[config.mk]
export PLATFORM = sky130hd
export DESIGN_NAME = btn_port_flat
export DESIGN_NICKNAME = d
export VERILOG_FILES = /design/src/rtl/btn_port_pkg.sv /design/src/rtl/btn_port_if.sv /design/src/rtl/btn_port_deb.sv /design/src/rtl/btn_port.sv /design/src/flat_wrapper.sv
export SDC_FILE = /design/constraint.sdc
export NUM_CORES = 1
export LEC_CHECK = 0
export CAP_MARGIN = 20
export CORE_MARGIN = 3
export CORE_UTILIZATION = 43
export DETAILED_ROUTE_END_ITERATION = 7
export PLACE_DENSITY = 0.69
export SYNTH_ARGS = -nofsm -noshare
export SYNTH_HDL_FRONTEND = slang
export SYNTH_SLANG_ARGS = --single-unit
[constraint.sdc]
create_clock -name clk -period 10.4 [get_ports clk]
set_input_delay 2.08 -clock clk [delete_from_list [all_inputs] [get_ports clk]]
set_output_delay 2.08 -clock clk [all_outputs]
set_load 0.1 [all_outputs]
[src/rtl/btn_port_pkg.sv]
// btn_port shared definitions: register offsets and default debounce timing.
package btn_port_pkg;

  // Register select values on the peripheral bus address.
  typedef enum logic [1:0] {
    BTN_STATE = 2'd0,
    BTN_RISE  = 2'd1,
    BTN_FALL  = 2'd2,
    BTN_MASK  = 2'd3
  } btn_reg_e;

  localparam int DEF_DEB_CYCLES = 4;
  localparam int DEF_PRESCALE   = 16;

endpackage

[src/rtl/btn_port_if.sv]
// btn_port peripheral bus: chip select, write strobe, register address, data and irq.
interface btn_port_if #(
  parameter int WIDTH = 32
);
  logic             cs;
  logic             wen;
  logic [1:0]       addr;
  logic [WIDTH-1:0] wdata;
  logic [WIDTH-1:0] rdata;
  logic             irq;

  modport master (output cs, wen, addr, wdata, input rdata, irq);
  modport slave  (input cs, wen, addr, wdata, output rdata, irq);
endinterface

[src/rtl/btn_port_deb.sv]
// btn_port_deb: one input bit - two-flop synchroniser, sample history and
// debounced level, with single-cycle strobes when the debounced level changes.
module btn_port_deb
  import btn_port_pkg::*;
#(
  parameter int DEB_CYCLES = DEF_DEB_CYCLES
) (
  input  logic clk,
  input  logic reset,
  input  logic tick,
  input  logic pin,
  output logic filtered,
  output logic rise,
  output logic fall
);
  // The new sample plus HD older samples make DEB_CYCLES agreeing samples.
  localparam int HD = DEB_CYCLES - 1;

  logic          sync1_reg;
  logic          sync2_reg;
  logic [HD-1:0] hist_reg;
  logic          filt_reg;
  logic          accept;

  // Two-flop synchroniser; the first flop sees the raw pin with nothing in front of it.
  always_ff @(posedge clk or posedge reset) begin
    if (reset) begin
      sync1_reg <= 1'b0;
      sync2_reg <= 1'b0;
    end else begin
      sync1_reg <= pin;
      sync2_reg <= sync1_reg;
    end
  end

  // A new level is accepted when this sample and the whole history agree on it.
  assign accept = tick && (hist_reg == {HD{sync2_reg}}) && (sync2_reg != filt_reg);

  // Shift the sample into the history on each tick; update the filtered level on accept.
  always_ff @(posedge clk or posedge reset) begin
    if (reset) begin
      hist_reg <= '0;
      filt_reg <= 1'b0;
    end else if (tick) begin
      hist_reg <= HD'({hist_reg, sync2_reg});
      if (accept) filt_reg <= sync2_reg;
    end
  end

  assign filtered = filt_reg;
  assign rise     = accept && sync2_reg;
  assign fall     = accept && !sync2_reg;

endmodule

[src/rtl/btn_port.sv]
// btn_port: debounced input port with sticky rise/fall latches (write-1-to-clear).
// Define BTN_IRQ_EN to add the MASK register and a registered interrupt output.
module btn_port
  import btn_port_pkg::*;
#(
  parameter int WIDTH      = 32,
  parameter int DEB_CYCLES = DEF_DEB_CYCLES,
  parameter int PRESCALE   = DEF_PRESCALE
) (
  input  logic             clk,
  input  logic             reset,
  input  logic [WIDTH-1:0] pin,
  btn_port_if.slave        bus
);
  logic             tick;
  logic [WIDTH-1:0] filtered;
  logic [WIDTH-1:0] rise_evt;
  logic [WIDTH-1:0] fall_evt;
  logic [WIDTH-1:0] rise_reg;
  logic [WIDTH-1:0] fall_reg;
  logic [WIDTH-1:0] rise_clr;
  logic [WIDTH-1:0] fall_clr;
  logic [WIDTH-1:0] rdata;
  logic             wr;

  generate
    if (PRESCALE == 1) begin : g_no_pre
      assign tick = 1'b1;
    end else begin : g_pre
      localparam int CW = $clog2(PRESCALE);
      localparam logic [CW-1:0] LAST = CW'(PRESCALE - 1);
      logic [CW-1:0] count_reg;

      // Free-running sample prescaler: 0..PRESCALE-1, tick on the last count.
      always_ff @(posedge clk or posedge reset) begin
        if (reset) count_reg <= '0;
        else if (count_reg == LAST) count_reg <= '0;
        else count_reg <= count_reg + 1'b1;
      end

      assign tick = (count_reg == LAST);
    end
  endgenerate

  generate
    for (genvar gi = 0; gi < WIDTH; gi++) begin : g_bit
      btn_port_deb #(
        .DEB_CYCLES(DEB_CYCLES)
      ) u_deb (
        .clk      (clk),
        .reset    (reset),
        .tick     (tick),
        .pin      (pin[gi]),
        .filtered (filtered[gi]),
        .rise     (rise_evt[gi]),
        .fall     (fall_evt[gi])
      );
    end
  endgenerate

  assign wr       = bus.cs && bus.wen;
  assign rise_clr = (wr && bus.addr == BTN_RISE) ? bus.wdata : '0;
  assign fall_clr = (wr && bus.addr == BTN_FALL) ? bus.wdata : '0;

  // Sticky edge latches; a hardware set in the same cycle as a clear wins.
  always_ff @(posedge clk or posedge reset) begin
    if (reset) begin
      rise_reg <= '0;
      fall_reg <= '0;
    end else begin
      rise_reg <= (rise_reg & ~rise_clr) | rise_evt;
      fall_reg <= (fall_reg & ~fall_clr) | fall_evt;
    end
  end

`ifdef BTN_IRQ_EN
  logic [WIDTH-1:0] mask_reg;
  logic             irq_reg;

  // Interrupt mask register and registered interrupt from masked pending edges.
  always_ff @(posedge clk or posedge reset) begin
    if (reset) begin
      mask_reg <= '0;
      irq_reg  <= 1'b0;
    end else begin
      if (wr && bus.addr == BTN_MASK) mask_reg <= bus.wdata;
      irq_reg <= |((rise_reg | fall_reg) & mask_reg);
    end
  end

  assign bus.irq = irq_reg;
`else
  assign bus.irq = 1'b0;
`endif

  // Combinational read mux; the bus reads zero unless a read is selected.
  always_comb begin
    rdata = '0;
    if (bus.cs && !bus.wen) begin
      case (btn_reg_e'(bus.addr))
        BTN_STATE: rdata = filtered;
        BTN_RISE:  rdata = rise_reg;
        BTN_FALL:  rdata = fall_reg;
`ifdef BTN_IRQ_EN
        BTN_MASK:  rdata = mask_reg;
`else
        BTN_MASK:  rdata = '0;
`endif
        default:   rdata = '0;
      endcase
    end
  end

  assign bus.rdata = rdata;

endmodule

[src/flat_wrapper.sv]
// flat-port wrapper written by rule: the top's interface ports become plain ports
module btn_port_flat import btn_port_pkg::*;
#(
  parameter int WIDTH      = 32,
  parameter int DEB_CYCLES = DEF_DEB_CYCLES,
  parameter int PRESCALE   = DEF_PRESCALE
)
  (clk, reset, pin, bus_cs, bus_wen, bus_addr, bus_wdata, bus_rdata, bus_irq);
  btn_port_if #(.WIDTH(WIDTH)) bus_i ();
  input  logic clk;
  input  logic reset;
  input  logic [WIDTH-1:0] pin;
  input wire logic [$bits(bus_i.cs)-1:0] bus_cs;
  input wire logic [$bits(bus_i.wen)-1:0] bus_wen;
  input wire logic [$bits(bus_i.addr)-1:0] bus_addr;
  input wire logic [$bits(bus_i.wdata)-1:0] bus_wdata;
  output wire logic [$bits(bus_i.rdata)-1:0] bus_rdata;
  output wire logic [$bits(bus_i.irq)-1:0] bus_irq;
  assign bus_i.cs = bus_cs;
  assign bus_i.wen = bus_wen;
  assign bus_i.addr = bus_addr;
  assign bus_i.wdata = bus_wdata;
  assign bus_rdata = bus_i.rdata;
  assign bus_irq = bus_i.irq;
  btn_port #(.WIDTH(WIDTH), .DEB_CYCLES(DEB_CYCLES), .PRESCALE(PRESCALE)) u_core (.clk(clk), .reset(reset), .pin(pin), .bus(bus_i));
endmodule
==> qor.csv <==
stage,metric,value,unit
outcome,status,finished clean,
sta,fmax,0.138,GHz
setup_path,startpoint_type,input pin,
global_routing,grt_max_degree,123,
clock_network,cts_setup_buffers,0,
worst_hold_path,min_to,u_core.g_bit[28].u_deb.sync2_reg,
placed_design,hpwl,13600,um
finish,fill_cells,2115,
synthesis,synth_top_area_share,61.4,%
die,io_pins,103,
power,p_per_area,170,nW/um^2
clock_network,cts_tree,built,
sta,setup_slack,3180,ps
global_routing,grt_pass1_vias,7407,
synthesis,synth_area_leaders,"dfrtp_1 61%, nand2_1 14%, a21o_1 3.1%",
clock_network,clock_path_buffers,3,
setup_path,cp_data_arrival_time,5140,ps
placed_design,post-place-ws,3150,ps
finish,diodes,0,
placed_design,io_buffers,101,
routing,wire_per_inst,15.2,um
finish,area_delta_synth_final,19.8,%
synthesis,syn-cell-area,10600,um^2
setup_path,crit_type,in -> out,
clock_network,cts_hold_buf,0,
clock_network,clkTransAtPathRegs,60,ps
die,core,23800,um^2
worst_hold_path,min_from,u_core.g_bit[28].u_deb.sync1_reg,
power,leakagePower,6.22,nW
synthesis,ys_ff_latch,260,
synthesis,synthCells,1041,
setup_path,rr_worst_depth,5,
placed_design,gp_congestion,0.727,
synthesis,avgSynthCellArea,10.2,um^2
routing,via_count,7504,
die,num_rows,56,
clock_network,cts_max_level,1,
worst_hold_path,hold_depth,0,
clock_network,cts_resized,0,
setup_path,cp_max_fo,36,
sta,period_share,69.4,%
synthesis,ys_seq_area_share,61.4,%
power,ir_drop,121,uV
sta,fin_setup_tns,0,ps
finish,ff_latch_area,6510,um^2
synthesis,synth.distinct_cells,31,
routing,via_per_inst,5.13,
synthesis,synth_nets,1112,
routing,drt_pass1_iterations,5,
global_routing,antenna_found_initial,0,
global_routing,grt_pass1_wl,37300,um
setup_path,regToRegEndpoint,u_core.g_bit[2].u_deb.filtered,
sta,final_hold_viol_count,0,
job,drv_cap,0,
routing,drtAntennaViolNets,0,
routing,drt_iter0_drc,621,
setup_path,reg2reg_from,u_core.g_pre.count_reg[0],
sta,setup_viol,0,
sta,fin_worst_skew,4.96,ps
sta,tightestPinTransition,1010,ps
clock_network,root_buffer,clkbuf_16,
clock_network,insertion_delay,520,ps
die,start_util,44.5,%
finish,drive_gt1_share,5.07,%
worst_hold_path,hp-class,reg -> reg,
die,die_h,163,um
sta,fin_crit,7220,ps
setup_path,crit_required,8320,ps
global_routing,grt.total_usage,17.0,%
routing,drc,0,
die,fp.dieArea,26600,um^2
synthesis,yosys_warnings,0,
sta,max_slew_margin,32.6,%
clock_network,cts_made_buffers,28,
finish,nets,1195,
finish,multiInputGateArea,3780,um^2
finish,utilization,53.3,%
clock_network,clock-sinks,260,
die,die_w,163,um
setup_path,cp-end-kind,output port,
synthesis,synth_top_area_cell,dfrtp_1,
setup_path,reg2reg_setup_slack,7750,ps
finish,largest_reg_flops,96,
sta,grt_setup_unrepaired,false,
sta,final_max_slew_viol_count,0,
global_routing,overflow,0,
routing,wirelength,22300,um
power,p_total,2.16,mW
-- routing by layer --
| metal | vias up | share of wire (%) | wire length, um | global-route usage (%) |
|---|---|---|---|---|
| li1 | 3691 | - | - | - |
| met1 | 3642 | 45 | 10100 | 23.3 |
| met2 | 138 | 49 | 10800 | 28.3 |
| met3 | 33 | 4.7 | 1040 | 2.94 |
| met4 | 0 | 1.8 | 393 | 4.34 |
| met5 | - | 0 | 0 | 0 |
-- how the worst max path moves through the flow --
stage,startpoint,to,cells after the start
final,bus_addr[1],bus_rdata[30],5
after global routing,bus_addr[1],bus_rdata[30],5
after global placement,bus_addr[1],bus_rdata[29],5
after CTS,bus_addr[1],bus_rdata[30],5
after detailed placement,bus_addr[1],bus_rdata[30],5
after floorplan,reset,u_core.fall_reg[0],1
-- placed cells by master (no fill, tap or decap), types with 2 or more instances in the layout --
cell             instances
buf_4                    6
nor3_2                   2
a22o_1                   9
nor2_1                  43
clkbuf_16               29
or4_1                    9
mux2i_1                 32
and4b_1                 11
clkbuf_8                 8
nand3_1                 11
nand2_1                400
a21o_1                  44
clkdlybuf4s50_1         99
dfrtp_1                260
clkbuf_1                 8
clkinv_2                 4
inv_1                   12
nand4_1                  4
o21ai_0                 22
a2bb2oi_1               33
nor3_1                  20
nand3b_1                18
nor4_1                  23
buf_2                    2
a32o_1                  22
-- worst max-delay path: stages --
cell and delay [ps]:
buf_2 610, nor2b_4 930, a2bb2oi_1 160, nor2_1 150
clkdlybuf4s50_1 1190
-- synthesized netlist by cell type (all sizes together) --
master and n:
clkbuf 10, a22o 9, and3 1, nand2b 1
nand3 12, a21o 44, conb 1, nor4 23
nand3b 18, xor2 1, inv 13, ha 1
nand4b 1, nand2 400, a21oi 1, nor3 22
or3 1, and4b 12, a32o 22, o21ai 22
or4 9, nor2 43, nand4 4, nor2b 1
mux2i 32, a2bb2oi 33, dfrtp 260, buf 44
-- power breakdown --
group          switching, mW  total, mW  internal (mW)
combinational         0.0663      0.116         0.0495
clock                  0.376      0.965          0.589
sequential            0.0278       1.08           1.05
total                  0.470       2.16           1.69
-- cells by family after synthesis --
kind of cell             count (synthesis)  share of synthesized area [%]
AO/OA/AOI/OAI                          131                           9.75
XOR/XNOR                                 1                         0.0826
adder cells (fa/ha/maj)                  1                          0.118
buffers and inverters                   67                           3.27
flip-flops                             260                           61.4
multiplexers                            32                           3.02
other                                    1                         0.0354
AND/OR/NAND/NOR                        548                           22.3
-- layout make-up --
cell class                 count  share of cell area [%]
timing repair buffer         107                    8.24
tap                          319                    3.14
inverter                      13                   0.443
clock inverter                 5                   0.394
multi-input combinational    714                    29.7
clock buffer                  45                    6.82
sequential                   260                    51.2
-- per-stage QoR --
| step | hold slack, ps | area [um^2] | cells |
|---|---|---|---|
| after floorplan | 331 | 10600 | 1041 |
| after global placement | 332 | 11800 | 1413 |
| after detailed placement | 335 | 11800 | 1413 |
| after CTS | 346 | 12700 | 1463 |
| after global routing | 351 | 12700 | 1463 |
| final | 343 | 12700 | 1463 |
(Power assumes the default switching activity.)
==> RTL change 1 (same flow settings) <==
`WIDTH` is set to 32 in 3 places; all go to 36.
--- a/src/rtl/btn_port_if.sv
+++ b/src/rtl/btn_port_if.sv
@@ -2,3 +2,3 @@
 interface btn_port_if #(
-  parameter int WIDTH = 32
+  parameter int WIDTH = 36
 );
--- a/src/rtl/btn_port.sv
+++ b/src/rtl/btn_port.sv
@@ -5,3 +5,3 @@
 #(
-  parameter int WIDTH      = 32,
+  parameter int WIDTH      = 36,
   parameter int DEB_CYCLES = DEF_DEB_CYCLES,
--- a/src/flat_wrapper.sv
+++ b/src/flat_wrapper.sv
@@ -3,3 +3,3 @@
 #(
-  parameter int WIDTH      = 32,
+  parameter int WIDTH      = 36,
   parameter int DEB_CYCLES = DEF_DEB_CYCLES,
Ports: changed (resized bus_rdata, bus_wdata and pin); port bits go from 103 to 115. The function was not compared with the original's and may differ.
==> RTL change 1 against the original RTL <==
Area after synthesis is 13% higher. Worst setup slack better by 0.47 ns. Fmax grew 6.9%. Routed wire length up 16%. Sequential cell count grew 32. Power grew 13%. Final area increased by 13%. Clock skew is 0.011 ns higher. Register-to-register slack worse by 0.19 ns.
==> RTL change 1: results (changes against the original RTL) <==
- Origin of the worst setup path: bus_wen (was bus_addr[1])
- Detailed-route wire length: 25.9 mm (was 22.3 mm)
- Average routed wire per standard cell: 15.7 um (was 15.2 um)
- The uppermost layer routed is met5 (was met4).
* Largest voltage drop on the vdd net: 0.000103 V (was 0.000121 V)
- The fraction of layout instances using a drive strength above 1 was 6.02% (was 5.07%).
- The maximum number of pins on one net before global-route repair was 187 (was 123).
* Met2 wire length: 11.6 mm (was 10.8 mm)
* Clock insertion delay at the later pin of the skew report: 0.50 ns (was 0.52 ns)
* GR Util met1: 24.4% (was 23.3%)
- The number of instances in the synthesized netlist came to 1165 (was 1041).
- The layout net count is 1340 (was 1195).
- The count of unique library cells instantiated by Yosys came to 32 (was 31).
* Global-route met3 utilization: 4.15% (was 2.94%)
- IO Port Bufs: 113 (was 101)
- GR met2 Demand/Resource: 27.4% (was 28.3%)
- The routed length on met3 was 1.37 mm (was 1.04 mm).
- Worst slew margin: 28.3% (was 32.6%)
- Cell types occupying the most area after synthesis: dfrtp_1 (61%), nand2_1 (14%), a21o_1 (3.1%), mux2i_1 (3.0%), a2bb2oi_1 (2.8%) (was dfrtp_1 (61%), nand2_1 (14%), a21o_1 (3.1%), mux2i_1 (3.0%), a2bb2oi_1 (2.7%)).
- The origin of the worst min-delay path is u_core.g_bit[30].u_deb.sync1_reg$_DFF_PP0_ (was u_core.g_bit[28].u_deb.sync1_reg$_DFF_PP0_).
- Root buffer cell: clkbuf_16 (unchanged)
* First-pass GRT wire length: 43.9 mm (was 37.3 mm)
- The TritonCTS buffer count was 34 (was 28).
- The sum of routed wire segments on met1 is 12.2 mm (was 10.1 mm).
* # placed instances: 1596 (was 1413)
* Most frequent cells after synthesis: nand2_1 (450), dfrtp_1 (292), a21o_1 (50) (was nand2_1 (400), dfrtp_1 (260), a21o_1 (44))
* Register area share after synthesis: 60.8% (was 61.4%)
* Number of flip-flops under the largest register name: 108 (was 96)
* Leakage power: 6.97 nW (was 6.22 nW)
- The number of fillers in the final layout was 2433 (was 2115).
* All-Layer GR Usage: 17.6% (was 17.0%)
* Vias in the first global route: 8795 (was 7407)
- Result of the run: finished clean (unchanged)
- Vias: 8619 (was 7504)
* Routability congestion estimate from global placement: 0.765 (was 0.727)
- Area taken by multi-input logic gates: 0.00429 mm2 (was 0.00378 mm2)
- Delay of the slowest critical-path stage: 1.17 ns (was 1.19 ns)
* Setup clock skew after layout: 0.0155 ns (was 0.00496 ns)
- Number of levels the H-tree was split into: 2 (was 1)
* Arrival time of data at the critical path endpoint: 4.67 ns (was 5.14 ns)
* Initial antenna violation count: 2 (was 0)
- DP HPWL: 15.4 mm (was 13.6 mm)
-- RTL change 1: cells by family (layout without fill, tap and decap cells) --
group / Yosys count / count (layout) / synth area share [%]
multiplexers: 36 / 36 / 3.00
adder cells (fa/ha/maj): 1 / 1 / 0.104
XOR/XNOR: 1 / 1 / 0.0729
flip-flops: 292 / 292 / 60.8
other: 1 / 2 / 0.0312
AND/OR/NAND/NOR: 615 / 615 / 22.6
buffers and inverters: 72 / 187 / 3.71
AO/OA/AOI/OAI: 147 / 147 / 9.74
-- RTL change 1: worst paths after layout --
path                                                               endpoint  slack, ns  cells past startpoint
worst max-delay path                                          bus_rdata[28]       3.65                      4
worst min-delay path             u_core.g_bit[30].u_deb.sync2_reg$_DFF_PP0_       0.34                      0
worst max register to register  u_core.g_bit[26].u_deb.filtered$_DFFE_PP0P_       7.56                      5
worst min register to register   u_core.g_bit[30].u_deb.sync2_reg$_DFF_PP0_       0.34                      0
max in group asynchronous        u_core.g_bit[26].u_deb.sync2_reg$_DFF_PP0_       6.86                      3
min in group asynchronous                      u_core.rise_reg[6]$_DFF_PP0_       2.10                      2
-- RTL change 1: through the flow --
stage	power [W]	setup WS (ns)
2_1_floorplan	0.00130	0.258
3_3_place_gp	0.00136	3.30
3_5_place_dp	0.00136	3.16
4_1_cts	0.00249	3.16
5_1_grt	0.00255	3.49
6_report	0.00245	3.65
-- RTL change 1: final cells by class --
cell class / count / area share [%]
diodes: 1 / 0.0174
clock buffers: 45 / 6.57
repair buffers: 120 / 8.35
clock inverters: 10 / 0.610
flip-flops and latches: 292 / 50.9
inverters: 12 / 0.366
well taps: 372 / 3.24
multi-input cells: 801 / 29.9
-- RTL change 1: where the power goes --
part | switching (W) | internal, W
registers | 0.0000319 | 0.00118
clock network | 0.000445 | 0.000661
logic | 0.0000749 | 0.0000556
==> RTL change 2 (same flow settings) <==
Without the edit above. Register the input `pin` before use. The logic sees it one clock later. The other inputs are not delayed to match.
--- a/src/rtl/btn_port.sv
+++ b/src/rtl/btn_port.sv
@@ -14,2 +14,9 @@
 );
+
+  logic [WIDTH-1:0] pin_q;
+
+  always_ff @(posedge clk) begin
+    pin_q <= pin;
+  end
+
   logic             tick;
@@ -52,3 +59,3 @@
         .tick     (tick),
-        .pin      (pin[gi]),
+        .pin      (pin_q[gi]),
         .filtered (filtered[gi]),
Check against the original RTL: same outputs for any inputs over 10 cycles, from zero or initial values and one cycle with reset high; that may be too few to reach the edited logic, so the function may still have changed.
==> RTL change 2 against the original RTL <==
Routed wire length grew 7.7%. Sequential share of layout area is 1.8 points higher. Sequential cell count increased by 32. Power increased by 12%. Area after synthesis increased by 6.1%. Synthesized cell count is 1.3% higher. First-iteration DRC count shrank 13%. Final area is 6.1% higher. Worst setup slack improved by 0.28 ns.
==> RTL change 2: results (changes against the original RTL) <==
* Net switching power: 0.000543 W (was 0.000470 W)
- The TritonCTS buffer count was 31 (was 28).
- The critical path capture point was bus_rdata[1] (was bus_rdata[30]).
- Endpoint of the lowest-slack register-to-register path: u_core.g_bit[3].u_deb.filtered$_DFFE_PP0P_ (was u_core.g_bit[2].u_deb.filtered$_DFFE_PP0P_)
* Initial antenna violation count: 1 (was 0)
* Met2 wire length: 11.2 mm (was 10.8 mm)
- The number of inverters outside the clock class in the layout was 8 (was 13).
- Syn Nets: 1126 (was 1112)
- First-pass GRT wire length: 39.6 mm (was 37.3 mm)
* Clock insertion delay at the later pin of the skew report: 0.55 ns (was 0.52 ns)
* Largest voltage drop on the vdd net: 0.000124 V (was 0.000121 V)
* Setup clock skew after layout: 0.00836 ns (was 0.00496 ns)
- Cell types occupying the most area after synthesis: dfrtp_1 (58%), nand2_1 (12%), dfxtp_1 (5.7%), a21o_1 (3.0%), mux2i_1 (2.8%) (was dfrtp_1 (61%), nand2_1 (14%), a21o_1 (3.1%), mux2i_1 (3.0%), a2bb2oi_1 (2.7%))
- The static leakage power came to 6.54 nW (was 6.22 nW).
* Result of the run: finished clean (unchanged)
- The number of fillers in the final layout came to 2206 (was 2115).
- Fin cells: 1496 (was 1463)
- Cell area after technology mapping: 0.0112 mm2 (was 0.0106 mm2)
- The largest fanout on the critical path is 37 (was 36).
* Portion of the layout cell area used by non-clock buffers: 8.00% (was 8.24%)
- WHS Endpoint: u_core.g_bit[24].u_deb.sync1_reg$_DFF_PP0_ (was u_core.g_bit[28].u_deb.sync2_reg$_DFF_PP0_)
* Delay of the slowest critical-path stage: 1.16 ns (was 1.19 ns)
* Fraction of area in clock buffers and inverters: 7.61% (was 7.21%)
- Average instance area after synthesis: 10.7 um2 (was 10.2 um2)
- Number of clock buffer instances in the layout: 43 (was 45)
* FF+latch count: 292 (was 260)
- The instance count after placement with tap cells included is 1437 (was 1413).
- Vias in the first global route: 7722 (was 7407)
- Layout multi-input combinational cell count: 701 (was 714)
* DP HPWL: 14.2 mm (was 13.6 mm)
- The fraction of layout instances using a drive strength above 1 is 6.43% (was 5.07%).
## RTL change 2: cell count changes after synthesis, moves of 8 or more
cell      change
nand3b_1     -10
dfxtp_1      +32
nand2_1      -30
nand4b_1     +11
o21a_1        +8
o21ai_0       -9
nand4_1      +16
buf_2         -9
## RTL change 2: through the flow
| step | worst slack [ns] | hold WS (ns) | total power, W |
|---|---|---|---|
| after floorplan | 1.16 | 0.316 | 0.00131 |
| after global placement | 3.32 | 0.317 | 0.00136 |
| after detailed placement | 3.19 | 0.320 | 0.00137 |
| after CTS | 3.18 | 0.328 | 0.00244 |
| after global routing | 3.32 | 0.331 | 0.00251 |
| final | 3.46 | 0.326 | 0.00242 |
## RTL change 2: power by group through the flow
stage	registers, W	clock network (W)	logic, W
after floorplan	0.00123	0	0.0000795
after global placement	0.00124	0	0.000126
after detailed placement	0.00124	0	0.000129
after CTS	0.00122	0.00110	0.000129
after global routing	0.00122	0.00115	0.000141
final	0.00122	0.00107	0.000127
